==> src/rtl/fetch_realign_fifo_pkg.sv <==
// Shared RISC-V width constants and the compressed-instruction test.
// Decode uses the same is_compressed() helper.
package riscv_defines;

    localparam int RISCV_WORD_WIDTH = 32;
    localparam int RISCV_HALF_WIDTH = 16;

    // A halfword starts a 16-bit instruction unless its low two bits are 2'b11.
    function automatic logic is_compressed(input logic [RISCV_HALF_WIDTH-1:0] h);
        return h[1:0] != 2'b11;
    endfunction

endpackage

==> src/rtl/fetch_realign_fifo_head_mux.sv <==
// realign_head_mux: builds the head instruction window {h1,h0} and its length.
// With FETCH_REALIGN_BYPASS_EN the incoming fetch halfwords extend the stored ones.
module realign_head_mux
    import riscv_defines::*;
#(
    parameter int DEPTH = 4,
    parameter int PTR_W = $clog2(2*DEPTH),
    parameter int CNT_W = PTR_W + 1
) (
    input  logic [RISCV_HALF_WIDTH-1:0] mem [2*DEPTH],
    input  logic [PTR_W-1:0]            rd_ptr,
    input  logic [CNT_W-1:0]            count,
`ifdef FETCH_REALIGN_BYPASS_EN
    input  logic                        bypass_valid,
    input  logic                        skip_hw,
    input  logic [RISCV_WORD_WIDTH-1:0] bypass_data,
`endif
    output logic [RISCV_WORD_WIDTH-1:0] instr,
    output logic                        compressed,
    output logic                        valid
);

    localparam logic [PTR_W-1:0] PTR_ONE = PTR_W'(1);

    logic [PTR_W-1:0]            rd_ptr_next;
    logic [RISCV_HALF_WIDTH-1:0] h0;
    logic [RISCV_HALF_WIDTH-1:0] h1;
    logic [CNT_W:0]              avail;

    // Pointer arithmetic is modulo 2*DEPTH, so a straddling head wraps 2*DEPTH-1 -> 0.
    assign rd_ptr_next = rd_ptr + PTR_ONE;

`ifdef FETCH_REALIGN_BYPASS_EN
    logic [RISCV_HALF_WIDTH-1:0] in0;
    logic [RISCV_HALF_WIDTH-1:0] in1;
    logic [CNT_W:0]              n_in;

    always_comb begin
        in0  = skip_hw ? bypass_data[31:16] : bypass_data[15:0];
        in1  = bypass_data[31:16];
        n_in = !bypass_valid ? '0 : (skip_hw ? (CNT_W+1)'(1) : (CNT_W+1)'(2));
        h0   = mem[rd_ptr];
        h1   = mem[rd_ptr_next];
        if (count == '0) begin
            h0 = in0;
            h1 = in1;
        end else if (count == CNT_W'(1)) begin
            h1 = in0;
        end
        avail = {1'b0, count} + n_in;
    end
`else
    always_comb begin
        h0    = mem[rd_ptr];
        h1    = mem[rd_ptr_next];
        avail = {1'b0, count};
    end
`endif

    always_comb begin
        instr      = {h1, h0};
        compressed = is_compressed(h0);
        valid      = (avail >= (CNT_W+1)'(1) && compressed) || avail >= (CNT_W+1)'(2);
    end

endmodule

==> src/rtl/fetch_realign_fifo.sv <==
// Halfword-granular fetch queue presenting realigned 16/32-bit RISC-V instructions.
// Optional build macro FETCH_REALIGN_BYPASS_EN enables 0-cycle fetch-to-decode bypass.
module fetch_realign_fifo
    import riscv_defines::*;
#(
    parameter int DEPTH      = 4,
    parameter int ADDR_WIDTH = 32
) (
    input  logic                          clk,
    input  logic                          rst_n,
    input  logic                          clear_i,
    input  logic [ADDR_WIDTH-1:0]         clear_addr_i,
    input  logic                          fetch_valid_i,
    output logic                          fetch_ready_o,
    input  logic [RISCV_WORD_WIDTH-1:0]   fetch_data_i,
    output logic                          instr_valid_o,
    input  logic                          instr_ready_i,
    output logic [RISCV_WORD_WIDTH-1:0]   instr_o,
    output logic                          instr_compressed_o,
    output logic [ADDR_WIDTH-1:0]         instr_addr_o,
    output logic [$clog2(2*DEPTH):0]      count_o
);

    localparam int HW_DEPTH = 2 * DEPTH;
    localparam int PTR_W    = $clog2(HW_DEPTH);
    localparam int CNT_W    = PTR_W + 1;

    // NOTE: storage has no reset; count and pointers alone decide what is valid.
    logic [RISCV_HALF_WIDTH-1:0] mem [HW_DEPTH];

    logic [PTR_W-1:0]      rd_ptr;
    logic [PTR_W-1:0]      wr_ptr;
    logic [CNT_W-1:0]      count;
    logic [ADDR_WIDTH-1:0] pc;
    logic                  skip_hw;

    logic                  push;
    logic                  pop;
    logic [CNT_W-1:0]      push_add;
    logic [CNT_W-1:0]      pop_sub;

    assign fetch_ready_o = count <= CNT_W'(HW_DEPTH - 2);
    assign push          = fetch_valid_i && fetch_ready_o && !clear_i;
    assign pop           = instr_valid_o && instr_ready_i && !clear_i;
    assign push_add      = !push ? '0 : (skip_hw ? CNT_W'(1) : CNT_W'(2));
    assign pop_sub       = !pop ? '0 : (instr_compressed_o ? CNT_W'(1) : CNT_W'(2));
    assign count_o       = count;
    assign instr_addr_o  = pc;

    realign_head_mux #(
        .DEPTH (DEPTH),
        .PTR_W (PTR_W),
        .CNT_W (CNT_W)
    ) u_head_mux (
        .mem          (mem),
        .rd_ptr       (rd_ptr),
        .count        (count),
`ifdef FETCH_REALIGN_BYPASS_EN
        .bypass_valid (fetch_valid_i && fetch_ready_o),
        .skip_hw      (skip_hw),
        .bypass_data  (fetch_data_i),
`endif
        .instr        (instr_o),
        .compressed   (instr_compressed_o),
        .valid        (instr_valid_o)
    );

    always_ff @(posedge clk or negedge rst_n) begin
        if (!rst_n) begin
            rd_ptr  <= '0;
            wr_ptr  <= '0;
            count   <= '0;
            pc      <= '0;
            skip_hw <= 1'b0;
        end else if (clear_i) begin
            rd_ptr  <= '0;
            wr_ptr  <= '0;
            count   <= '0;
            pc      <= clear_addr_i & ~ADDR_WIDTH'(1);
            skip_hw <= clear_addr_i[1];
        end else begin
            if (push) begin
                wr_ptr  <= wr_ptr + (skip_hw ? PTR_W'(1) : PTR_W'(2));
                skip_hw <= 1'b0;
            end
            if (pop) begin
                rd_ptr <= rd_ptr + (instr_compressed_o ? PTR_W'(1) : PTR_W'(2));
                pc     <= pc + (instr_compressed_o ? ADDR_WIDTH'(2) : ADDR_WIDTH'(4));
            end
            count <= count + push_add - pop_sub;
        end
    end

    // Every accepted word is written; bypassed halfwords popped in the same
    // cycle land in slots rd_ptr skips over, so they are released at once.
    always_ff @(posedge clk) begin
        if (push) begin
            if (skip_hw) begin
                mem[wr_ptr] <= fetch_data_i[31:16];
            end else begin
                mem[wr_ptr]                <= fetch_data_i[15:0];
                mem[wr_ptr + PTR_W'(1)]    <= fetch_data_i[31:16];
            end
        end
    end

endmodule

==> config.mk <==
export PLATFORM = sky130hd
export DESIGN_NAME = fetch_realign_fifo
export DESIGN_NICKNAME = d
export VERILOG_FILES = /design/src/rtl/fetch_realign_fifo_pkg.sv /design/src/rtl/fetch_realign_fifo_head_mux.sv /design/src/rtl/fetch_realign_fifo.sv
export SDC_FILE = /design/constraint.sdc
export NUM_CORES = 1
export LEC_CHECK = 0
export BUFFER_PORTS_ARGS = -buffer_cell sky130_fd_sc_hd__buf_4
export CORE_MARGIN = 3
export CORE_UTILIZATION = 40
export DETAILED_ROUTE_END_ITERATION = 10
export PLACE_DENSITY = 0.64
export SLEW_MARGIN = 10
export SYNTH_ARGS = -nofsm -noshare
export SYNTH_HDL_FRONTEND = slang
export SYNTH_HIERARCHICAL = 1
export SYNTH_SLANG_ARGS = --single-unit
==> constraint.sdc <==
create_clock -name clk -period 5.09 [get_ports clk]
set_input_delay 0.509 -clock clk [delete_from_list [all_inputs] [get_ports clk]]
set_output_delay 0.509 -clock clk [all_outputs]
set_load 0.02 [all_outputs]
After elaboration in Yosys (flattened, before gate mapping)
Cells that the tools add are included.
Storage, ports and cells
  flip-flop bits (word level): 171
  logic and storage cells: 75
  output and inout port bits: 71
Operators by class
  bitwise logic cells: 4
  equality and inequality tests: 1
  multiplexer cells: 30
  add/subtract/negate cells: 7
  $lt $le $gt $ge: 9
  reduce and logical (&&, ||, !) cells: 11
Operators with widths (number)
  $bwmux 128: 3
  $mux 128: 1
  $bmux 16 s3: 2
  $demux 16 s3: 2
  $mux 16: 6
  $mux 32: 2
  $add 32x3->32: 1
  $ge 4x4->1 const B: 4
  $not 3->4: 4
  $mux 3: 5
  $mux 2: 6
  $lt 4x1->1 const B: 2
  $logic_and 1x1->1: 7
  $add 3x1->3 const B: 2
  $add 3x2->3: 2
  $add 4x2->4: 1
  $ge 4x1->1 const B: 1
  $ge 4x2->1 const B: 1
  $le 4x3->1 const B: 1
  $mux 4: 1
  $reduce_bool 2->1: 2
  $sub 4x2->4: 1
  $mux 1: 2
  $ne 2x2->1 const B: 1
  other kinds (2): 2

Logic depth before layout (Yosys ltp)
Gate-level depths: netlist (run 1).
  word-level depth: 12
  mapped depth: 15

By module
Netlist (run 1), hierarchy kept.
Modules (own cells, without submodules)
  fetch_realign_fifo: cells each 715, instances 1, area each 8165.3 um^2, sequential area each 4894.7 um^2
  realign_head_mux: cells each 118, instances 1, area each 1979.4 um^2, sequential area each 0.0 um^2

Worst setup path before layout (run 1)
Ideal clock, no wire load.
  path kind: register to register
  start: register rd_ptr[1]
  end: register count[3] (netlist: count_o[3])
  library setup time: 0.132 ns
  path slack: 1.261 ns
  arrival time: 3.698 ns
  stages on the path, launching flop included: 16
  required time: 4.958 ns
  cells stage by stage: dfrtp_1 -> buf_6 -> mux4_2 -> mux2_4 -> nand2_2 -> a2111o_1 -> nand2_1 -> buf_1 -> nor3_1 -> fa_1 -> inv_1 -> ha_1 -> a21o_1 -> a21oi_1 -> xor2_1 -> nor2_1
On the way
  word-level cells in the longest chain between the ends: 12
  elaborated cells on any way between the ends: 13
  classes of those cells: 1 x add/sub; 1 x eq/ne; 6 x mux; 1 x bitwise; 4 x reduce/logical
Ends and longest elaborated chain
  start, declared: RTL line fetch_realign_fifo.sv:31  | logic [PTR_W-1:0] rd_ptr;
  start signal, assigned: RTL line fetch_realign_fifo.sv:87  | rd_ptr <= rd_ptr + (instr_compressed_o ? PTR_W'(1) : PTR_W'(2));
  $not 3->4 (implied by the code): RTL line fetch_realign_fifo_head_mux.sv:54  | h0 = mem[rd_ptr];
  $bmux 16 s3: RTL line fetch_realign_fifo_head_mux.sv:54
  $mux 16 (implied by the code) (2 in a row): RTL line fetch_realign_fifo_head_mux.sv:54
  via instr_o[0]: RTL line fetch_realign_fifo.sv:18  | output logic [RISCV_WORD_WIDTH-1:0] instr_o,
  $ne 2x2->1: RTL line fetch_realign_fifo_pkg.sv:10  | return h[1:0] != 2'b11;
  via instr_compressed_o: RTL line fetch_realign_fifo.sv:19  | output logic instr_compressed_o,
  $logic_and 1x1->1: RTL line fetch_realign_fifo_head_mux.sv:63  | valid = (avail >= (CNT_W+1)'(1) && compressed) || avail >= (CNT_W+1)'(2);
  $logic_or 1x1->1: RTL line fetch_realign_fifo_head_mux.sv:63
  via instr_valid_o: RTL line fetch_realign_fifo.sv:16  | output logic instr_valid_o,
  $logic_and 1x1->1 (2 in a row): RTL line fetch_realign_fifo.sv:44  | assign pop = instr_valid_o && instr_ready_i && !clear_i;
  $mux 2: RTL line fetch_realign_fifo.sv:46  | assign pop_sub = !pop ? '0 : (instr_compressed_o ? CNT_W'(1) : CNT_W'(2));
  $sub 4x2->4: RTL line fetch_realign_fifo.sv:90  | count <= count + push_add - pop_sub;
  $mux 4: RTL line fetch_realign_fifo.sv:75  | end else if (clear_i) begin
  end signal, assigned: RTL line fetch_realign_fifo.sv:90
  end, declared: RTL line fetch_realign_fifo.sv:33  | logic [CNT_W-1:0] count;
The timed path passes the listed nets, and every way through them passes these cells. The select of a mux whose other input is x is not followed.
A chain may end at the register's enable or synchronous reset.

Worst setup path in the final report (run 1)
  start: register rd_ptr[0]
  end: register count[3] (netlist: count_o[3])
On the way
  word-level cells in the longest chain between the ends: 12
  elaborated cells on any way between the ends: 13
  classes of those cells: 1 x add/sub; 1 x eq/ne; 6 x mux; 1 x bitwise; 4 x reduce/logical
Ends and longest elaborated chain (RTL line)
  $not 3->4 (implied by the code) (*): fetch_realign_fifo_head_mux.sv:54
  $bmux 16 s3 (*): fetch_realign_fifo_head_mux.sv:54
  $mux 16 (implied by the code) (*) (2 in a row): fetch_realign_fifo_head_mux.sv:54
  $ne 2x2->1 (*): fetch_realign_fifo_pkg.sv:10
  $logic_and 1x1->1: fetch_realign_fifo_head_mux.sv:63
  $logic_or 1x1->1: fetch_realign_fifo_head_mux.sv:63
  $logic_and 1x1->1 (2 in a row): fetch_realign_fifo.sv:44
  $mux 2 (*): fetch_realign_fifo.sv:46
  $sub 4x2->4 (*): fetch_realign_fifo.sv:90
  $mux 4 (*): fetch_realign_fifo.sv:75
Every way passes the cells marked *; elsewhere a longest branch is shown, timed or not. The select of a mux whose other input is x is not followed.

==> results.json, run 1 <==
{
  "status": "finished, final reports clean",
  "synth-seq-cells": 170,
  "final_cell_mix": "buf_4 (156), edfxtp_1 (128), nand2_1 (97)",
  "maxCapViolations": 0,
  "vias_per_cell": 6.06,
  "multi_input_area_sq_um": 4860,
  "synth_top_area_share_pct": 37.9,
  "tightest_slew_ns": 1.19,
  "start_util_pct": 41.2,
  "antenna_found_initial": 0,
  "boundaryPins": 140,
  "final_util_pct": 48.9,
  "hpwl_um": 18600,
  "path_buf_inv": 2,
  "setup_ws_ns": 1.28,
  "fp-row-count": 57,
  "layout.nets": 1022,
  "cts_buffers": 17,
  "dr.pass1.iters": 5,
  "hp-class": "in -> async",
  "worst-endpoint-required_ns": 5.40,
  "gp_congestion": 0.835,
  "ys_warn_count": 6,
  "synthCells": 833,
  "die_h_um": 165,
  "min_period_over_period_pct": 74.8,
  "port_buffers": 137,
  "synth_edf_count": 128,
  "drive_gt1_share_pct": 32.7,
  "max_freq_mhz": 263,
  "synthesis.nets": 918,
  "synth-async-reset-ratio_pct": 24.7,
  "powerDensity_nw_per_um2": 471,
  "worstPathArrival_ns": 4.11,
  "critPathSlowestCell": "dfrtp_4",
  "crit_type": "reg -> reg",
  "clk_path_buf_depth": 2,
  "whs_ns": 0.0579,
  "seq_area_sq_um": 4900,
  "nFillCells": 2217,
  "grt_pass1_vias": 7646,
  "cts_root_buf": "clkbuf_16",
  "die_area_sq_um": 27300,
  "grt_pass1_wl_um": 45000,
  "post_cts.repair.setup_buffers": 0,
  "avgSynthCellArea_sq_um": 12.2,
  "cts_resized": 0,
  "diodes": 0,
  "final.min_clock_period_ns": 3.81,
  "rr_endpoint": "count_o[3]$_DFF_PN0_",
  "start_kind": "flip-flop",
  "end_kind": "flip-flop",
  "pre_cts_ws_ns": 1.27,
  "slew_violations": 0,
  "cts_tree": "done",
  "rsz0062_at_grt": "no",
  "synth_area_leader_cell": "edfxtp_1",
  "cts_hold_buf": 0,
  "finalHoldViolCount": 0,
  "grt_max_degree": 53,
  "numClockSinks": 170,
  "cts_max_level": 4,
  "num_vias": 7717,
  "synth_cell_type_count": 55,
  "synth_flop_cell": "edfxtp_1",
  "core_area_sq_um": 24600,
  "ant_nets": 0,
  "r2r_cells": 14,
  "route.detailed.drc": 0,
  "drt-initial-drc-count": 592,
  "worst-path-max-fanout": 30,
  "slowest_delay_ns": 0.73,
  "reg2reg_from": "rd_ptr[0]$_DFFE_PN0N_",
  "clk_latency_ns": 0.44,
  "tns_ns": 0,
  "path_cells": "mux4_2 -> mux2_4 -> nand2_2 -> a2111o_1 -> nand2_1 -> buf_4 -> nor3_1 -> fa_1 -> inv_1 -> ha_1 -> a21o_1 -> a21oi_1 -> xor2_1 -> nor2_1",
  "yosysSeqAreaShare_pct": 48.2,
  "slew_headroom_pct": 20.7,
  "wl_um": 29300,
  "wl_per_cell_um": 23.0,
  "leakage_nw": 4.19,
  "ir_drop_uv": 444,
  "synthesis.area_sq_um": 10100,
  "setup_viol": 0,
  "final.setup_skew_ns": 0.0136,
  "areaGrowthSynthToFinish_pct": 18.7,
  "path_clk_slew_ns": 0.08,
  "grt_overflow": 0,
  "track_usage_pct": 22.0,
  "die_x_um": 165,
  "ys_top_cells_by_area": "edfxtp_1 (38%), mux4_2 (14%), dfrtp_1 (10%)",
  "ff2ff_setup_slack_ns": 1.28,
  "mostFrequentLayoutCell": "buf_4",
  "cp_top_family": "flip-flops"
}
## layer usage
layer	up-vias	track usage (%)	part of all wire [%]
li1	3465	-	-
met5	-	0	0
met1	3841	29.9	40
met4	0	6.52	2.0
met2	370	34.9	48
met3	41	5.46	9.8
## state kept, by name, summed over array words and instances (netlist names)
| name | flops |
|---|---|
| instr_addr_o | 31 |
| skip_hw | 1 |
| wr_ptr | 3 |
| rd_ptr | 3 |
| count_o | 4 |
| mem | 128 |
## cells in the mapped netlist, drive strengths merged (2+ instances only)
cell and instances:
nor4 8, o2bb2ai 64, mux2i 19, edfxtp 128, and3 7, fa 5, buf 32, a31oi 12
and2 2, and4 2, inv 23, clkbuf 40, xnor2 9, nor3 9, nand4 13, nand3 23
dfrtp 42, mux2 34, nand2 98, a311o 2, nor2b 3, nand3b 3, o31ai 8, o41ai 2
or4 12, a21oi 14, xor2 6, nand2b 3, or3 8, ha 11, mux4 64, nor2 31
o31a 4, o21ai 77, o211ai 3, a21o 2
## logic make-up (layout without fill, tap and decap cells)
logic type / after synthesis / in the layout / share of synthesized area, %
flip-flops: 170 / 170 / 48.2
AO/OA/AOI/OAI: 192 / 192 / 12.8
multiplexers: 117 / 117 / 19.9
XOR/XNOR: 15 / 15 / 1.37
other: 1 / 1 / 0.0370
adder cells (fa/ha/maj): 16 / 16 / 2.34
AND/OR/NAND/NOR: 227 / 227 / 11.1
buffers and inverters: 95 / 212 / 4.21
## stage by stage
stage               std cells  instance area (sq um)  power (mW)
floorplan                 833                  10100        3.58
global placement         1242                  11400        4.37
detailed placement       1242                  11400        4.41
CTS                      1274                  12000        5.71
global route             1274                  12000        5.96
finish                   1274                  12000        5.67
## area by class of cell
cell class / count / share of cell area [%]
Inverter: 23 / 0.717
Tap cell: 324 / 3.37
Sequential cell: 170 / 40.7
Timing Repair Buffer: 157 / 9.89
Clock inverter: 15 / 1.44
Multi-Input combinational cell: 568 / 40.4
Clock buffer: 17 / 3.53
## how the worst max path moves through the flow
stage | from | to | slack, ns | cells after the start
6_report | rd_ptr[0]$_DFFE_PN0N_ | count_o[3]$_DFF_PN0_ | 1.28 | 14
5_1_grt | rd_ptr[0]$_DFFE_PN0N_ | count_o[3]$_DFF_PN0_ | 0.96 | 14
4_1_cts | rd_ptr[0]$_DFFE_PN0N_ | count_o[3]$_DFF_PN0_ | 1.25 | 14
3_5_place_dp | rd_ptr[0]$_DFFE_PN0N_ | count_o[3]$_DFF_PN0_ | 1.27 | 14
3_3_place_gp | rd_ptr[0]$_DFFE_PN0N_ | count_o[3]$_DFF_PN0_ | 1.32 | 14
2_1_floorplan | rd_ptr[1]$_DFFE_PN0N_ | count_o[3]$_DFF_PN0_ | 1.26 | 15
## power by group
part	total, mW	internal (mW)	switching [mW]
registers	1.80	1.65	0.158
logic	2.56	1.22	1.34
clock network	1.30	0.663	0.642
total	5.67	3.53	2.14
(Power assumes the default switching activity.)
==> run 2: changes to the inputs <==
Settings changed: ABC_AREA set to 1.
Clock period 5.09 ns to 3.8 ns, I/O delays scaled along.
==> run 2 against run 1 <==
Against the previous run:
- global-route usage increased by 1.8 points
- register-to-register slack got worse by 0.73 ns
- combinational power increased by 100%
- clock skew increased by 0.0030 ns
- sequential power increased by 41%
- critical path type is now reg -> out
- largest cell class unchanged
- highest routed layer is now met5
==> results.json, run 2 <==
{
  "synth-seq-cells": 170,
  "vias_per_cell": 5.69,
  "post_cts.repair.setup_buffers": 0,
  "final_cell_mix": "nand2_1 (298), buf_4 (169), o21ai_0 (164)",
  "rsz0062_at_grt": "no",
  "worst-path-max-fanout": 65,
  "dr.pass1.iters": 5,
  "leakage_nw": 5.08,
  "mostFrequentLayoutCell": "nand2_1",
  "finalHoldViolCount": 0,
  "drt-initial-drc-count": 1006,
  "synth-adder-area-share_pct": 2.22,
  "synth_cell_type_count": 39,
  "synth_commonest_cells": "nand2_1 (298), o21ai_0 (164), o22ai_1 (129), edfxtp_1 (128), nor2_1 (118)",
  "multi_input_area_sq_um": 4840,
  "wl_um": 34600,
  "synth_flop_cell": "edfxtp_1",
  "avgSynthCellArea_sq_um": 7.94,
  "ys_top_cells_by_area": "edfxtp_1 (36%), nand2_1 (10%), dfrtp_1 (9.8%)",
  "nFillCells": 2516,
  "fp-row-count": 59,
  "start_kind": "flip-flop",
  "grt_pass1_wl_um": 53700,
  "drive_gt1_share_pct": 16.0,
  "cts_resized": 0,
  "end_kind": "output port",
  "slowest_delay_ns": 0.55,
  "synth-async-reset-ratio_pct": 24.7,
  "placed_cells": 1775,
  "setup_ws_ns": 0.310,
  "final.min_clock_period_ns": 3.49,
  "cts_max_level": 4,
  "status": "finished, final reports clean",
  "fin_cells": 1808,
  "min_period_over_period_pct": 91.8,
  "worstPathArrival_ns": 3.11,
  "pre_cts_ws_ns": 0.590,
  "port_buffers": 137,
  "wl_per_cell_um": 19.1,
  "boundaryPins": 140,
  "synthesis.area_sq_um": 10700,
  "path_cells": "buf_4 -> ha_1 -> buf_12 -> a21oi_1 -> o21ai_0 -> o21ai_0 -> inv_1 -> o21ai_1 -> buf_4",
  "ant_nets": 0,
  "largest-register": "mem",
  "largest_register_ffs": 128,
  "final.setup_skew_ns": 0.0167,
  "grt_pass1_vias": 9992,
  "layout.nets": 1545,
  "clk_latency_ns": 0.43,
  "areaGrowthSynthToFinish_pct": 17.2,
  "crit_type": "reg -> out",
  "hpwl_um": 23300,
  "tns_ns": 0,
  "track_usage_pct": 23.8,
  "synthCells": 1350,
  "placed_area_sq_um": 12000,
  "synthMuxAreaShare_pct": 0,
  "synth_most_common_cell": "nand2_1",
  "worst-endpoint-required_ns": 3.42,
  "r2r_cells": 18,
  "maxCapViolations": 0,
  "slew_violations": 0,
  "synthSimpleGateAreaFrac_pct": 19.1,
  "ys_warn_count": 6,
  "synth_top_family_by_area": "compound AO/OA/AOI/OAI gates",
  "synth-compound-area-share_pct": 22.9,
  "antenna_found_initial": 3,
  "numClockSinks": 170,
  "num_vias": 10279,
  "critPathSlowestCell": "dfrtp_2",
  "cts_buffers": 17,
  "synth_top_area_share_pct": 35.9,
  "cts_root_buf": "clkbuf_16",
  "setup_viol": 0,
  "synth-xor-area-share_pct": 0.817,
  "diodes": 0,
  "final_area_sq_um": 12600,
  "ir_drop_uv": 326,
  "die_h_um": 170,
  "whs_ns": 0.156,
  "slew_headroom_pct": 35.9,
  "cts_tree": "done",
  "total_power_mw": 9.48,
  "hp-class": "in -> reg",
  "clk_path_buf_depth": 2,
  "max_freq_mhz": 287,
  "yosysSeqAreaShare_pct": 45.7,
  "min_delay_path_depth": 2,
  "final_util_pct": 47.9,
  "ff2ff_setup_slack_ns": 0.55,
  "powerDensity_nw_per_um2": 755,
  "die_area_sq_um": 28800,
  "core_area_sq_um": 26200,
  "path_clk_slew_ns": 0.07,
  "start_util_pct": 40.9,
  "seq_area_sq_um": 4900,
  "grt_overflow": 0,
  "gp_congestion": 0.901,
  "grt_max_degree": 93,
  "synthesis.nets": 1435,
  "die_x_um": 170,
  "route.detailed.drc": 0,
  "synth_edf_count": 128,
  "synth_area_leader_cell": "edfxtp_1",
  "tightest_slew_ns": 0.959
}
run 2: changes by cell type in the layout (fill, tap and decap cells not counted), sizes merged, moves of 65 or more:
cell   change
inv       +93
o21ai    +145
o22ai    +130
nor2      +99
nand2    +209
a21oi     +65
run 2: timing repair:
action                     CTS  global route
setup endpoints to repair    0             0
hold buffers                 1             0
hold endpoints to repair    42             0
run 2: where the power goes:
group / internal, mW / switching, mW / total [mW] / leakage (nW)
clock network: 0.971 / 0.763 / 1.73 / 0.276
registers: 2.28 / 0.257 / 2.53 / 1.69
logic: 1.84 / 3.37 / 5.21 / 3.11
run 2: final timing paths:
check / startpoint / to
worst max register to register: rd_ptr[0]$_DFFE_PN0N_ / count_o[2]$_DFF_PN0_
worst min-delay path: clear_addr_i[5] / instr_addr_o[5]$_DFFE_PN0N_
worst max-delay path: rd_ptr[0]$_DFFE_PN0N_ / instr_o[31]
worst min register to register: instr_addr_o[31]$_DFFE_PN0N_ / instr_addr_o[31]$_DFFE_PN0N_
max in group asynchronous: rst_n / rd_ptr[0]$_DFFE_PN0N_
min in group asynchronous: rst_n / instr_addr_o[5]$_DFFE_PN0N_
run 2: final cells by class:
type	count	share of cell area, %
clock buffer	18	3.42
inverter	137	4.11
multi-input combinational	962	38.5
sequential	170	39.0
tap	335	3.34
timing repair buffer	172	10.5
clock inverter	14	1.16
run 2: cells by family after synthesis:
family                   count (synthesis)
buffers and inverters                  218
AO/OA/AOI/OAI                          447
other                                    1
AND/OR/NAND/NOR                        488
flip-flops                             170
XOR/XNOR                                10
adder cells (fa/ha/maj)                 16
run 2: routing by layer:
layer,global-route usage (%),wire length (um),up-vias
met3,4.89,2840,80
met1,30.6,14300,4829
met5,0,46,-
li1,-,-,4889
met2,39.8,16400,475
met4,8.64,966,6
run 2: critical path, delay by kind of cell (launching register included):
family          cells  cell delay [ns]
fa+ha+maj           1             0.44
compound gates      4             0.63
flops               1             0.55
buf+inv             4             1.03
==> run 3: changes to the inputs <==
Settings changed: CORE_ASPECT_RATIO set to 0.8, CORE_MARGIN 3 to not set.
==> run 3 against run 2 <==
Against the previous run:
- critical path depth unchanged
- highest routed layer is now met4
- fmax up 6.1%
- first-iteration DRC count up 19%
- global-route usage is 2.1 points higher
- largest power group unchanged
- sequential cell count did not move
- total power is 2.1% higher
- hold slack worse by 0.012 ns
- core utilization hardly changed
- via count rose by 1.3%
==> results.json, run 3 (synthesized netlist as in run 2, its figures left out) <==
{
  "worst-path-max-fanout": 61,
  "cts_resized": 0,
  "cts_root_buf": "clkbuf_16",
  "crit_type": "reg -> out",
  "cts_tree": "done",
  "final_cell_mix": "nand2_1 (298), buf_4 (166), o21ai_0 (164)",
  "grt_max_degree": 82,
  "end_kind": "output port",
  "slew_headroom_pct": 33.9,
  "mostFrequentLayoutCell": "nand2_1",
  "start_util_pct": 40.7,
  "p_int_mw": 5.07,
  "tns_ns": 0,
  "nFillCells": 2558,
  "die_area_sq_um": 27500,
  "boundaryPins": 140,
  "drt-initial-drc-count": 1200,
  "final.setup_skew_ns": 0.0137,
  "core_area_sq_um": 26300,
  "status": "finished, final reports clean",
  "cts_max_level": 4,
  "cts_hold_buf": 1,
  "layout.nets": 1542,
  "port_buffers": 137,
  "areaGrowthSynthToFinish_pct": 17.9,
  "track_usage_pct": 25.9,
  "grt_pass1_vias": 9497,
  "post_cts.repair.setup_buffers": 0,
  "hpwl_um": 23300,
  "dr.pass1.iters": 5,
  "pre_cts_ws_ns": 0.647,
  "grt_overflow": 0,
  "die_h_um": 148,
  "start_kind": "flip-flop",
  "rsz0062_at_grt": "no",
  "power_frac_seq_pct": 26.1,
  "pwr-share-comb_pct": 54.9,
  "ir_drop_uv": 434,
  "finalHoldViolCount": 0,
  "tightest_slew_ns": 0.985,
  "maxCapViolations": 0,
  "setup_ws_ns": 0.512,
  "worst-endpoint-required_ns": 3.42,
  "worstPathArrival_ns": 2.91,
  "cts_buffers": 17,
  "powerDensity_nw_per_um2": 767,
  "die_x_um": 185,
  "path_clk_slew_ns": 0.08,
  "grt_pass1_wl_um": 53500,
  "drive_gt1_share_pct": 16.3,
  "final_util_pct": 48.0,
  "fp-row-count": 53,
  "leakage_nw": 5.10,
  "clk_path_buf_depth": 2,
  "numClockSinks": 170,
  "route.detailed.drc": 0,
  "final.min_clock_period_ns": 3.29,
  "antenna_found_initial": 0,
  "pwr-share-clk_pct": 19.0,
  "hp-class": "in -> reg",
  "clk_latency_ns": 0.44,
  "gp_congestion": 0.882,
  "min_period_over_period_pct": 86.5,
  "slew_violations": 0,
  "largest-register": "mem",
  "num_vias": 10410,
  "switchingPower_mw": 4.62,
  "ant_nets": 0,
  "largest_register_ffs": 128,
  "vias_per_cell": 5.70,
  "wl_per_cell_um": 19.3,
  "setup_viol": 0,
  "diodes": 0,
  "wl_um": 35300,
  "max_freq_mhz": 304,
  "p_sw_share_pct": 47.7
}
[run 3: changes by cell type in the layout (fill, tap and decap cells not counted), sizes merged]
cell,change
buf,-3
bufinv,-1
clkbuf,-1
clkinv,-2
clkinvlp,-2
inv,+6
[run 3: layout make-up]
type	count	area, sq um	area share, %
clock buffers	17	425	3.37
clock inverters	15	193	1.53
inverters	137	518	4.10
multi-input cells	962	4860	38.5
flip-flops and latches	170	4900	38.8
well taps	357	447	3.54
repair buffers	169	1300	10.3
[run 3: worst max-delay path: stages (launching register included)]
cell	delay (ns)
dfrtp_2	0.51
buf_4	0.38
ha_1	0.32
buf_12	0.20
a21oi_1	0.15
o21ai_0	0.14
o21ai_0	0.16
inv_1	0.08
o21ai_1	0.28
buf_4	0.21
[run 3: layer usage]
layer | routed length (um) | part of all wire (%) | vias to the layer above | GRT usage (%)
met2 | 15200 | 43 | 549 | 38.0
met4 | 799 | 2.3 | 0 | 8.43
met3 | 3840 | 11 | 55 | 6.71
li1 | - | - | 4886 | -
met1 | 15400 | 44 | 4920 | 37.1
met5 | 0 | 0 | - | 0
[run 3: metrics by stage]
stage	std cells	cell area (sq um)	power, mW	hold slack [ns]
global route	1827	12600	10.3	0.139
floorplan	1350	10700	6.00	0.0844
global placement	1794	12000	7.68	0.416
finish	1827	12600	9.69	0.144
detailed placement	1794	12000	7.78	0.417
CTS	1827	12600	9.62	0.127
[run 3: final timing paths]
kind / startpoint / endpoint / slack (ns) / depth (start not counted)
worst max-delay path: rd_ptr[0]$_DFFE_PN0N_ / instr_o[22] / 0.51 / 9
worst min-delay path: clear_addr_i[5] / instr_addr_o[5]$_DFFE_PN0N_ / 0.14 / 2
worst max register to register: rd_ptr[0]$_DFFE_PN0N_ / count_o[3]$_DFF_PN0_ / 0.63 / 20
worst min register to register: instr_addr_o[31]$_DFFE_PN0N_ / instr_addr_o[31]$_DFFE_PN0N_ / 0.58 / 2
max in group asynchronous: rst_n / rd_ptr[0]$_DFFE_PN0N_ / 2.87 / 2
min in group asynchronous: rst_n / instr_addr_o[27]$_DFFE_PN0N_ / 0.47 / 2
[run 3: power by group through the flow]
stage | registers (mW) | logic [mW] | clock network, mW
after floorplan | 2.59 | 3.41 | 0
after global placement | 2.56 | 5.12 | 0
after detailed placement | 2.56 | 5.22 | 0
after CTS | 2.52 | 5.25 | 1.85
after global routing | 2.56 | 5.78 | 1.92
final | 2.52 | 5.32 | 1.84
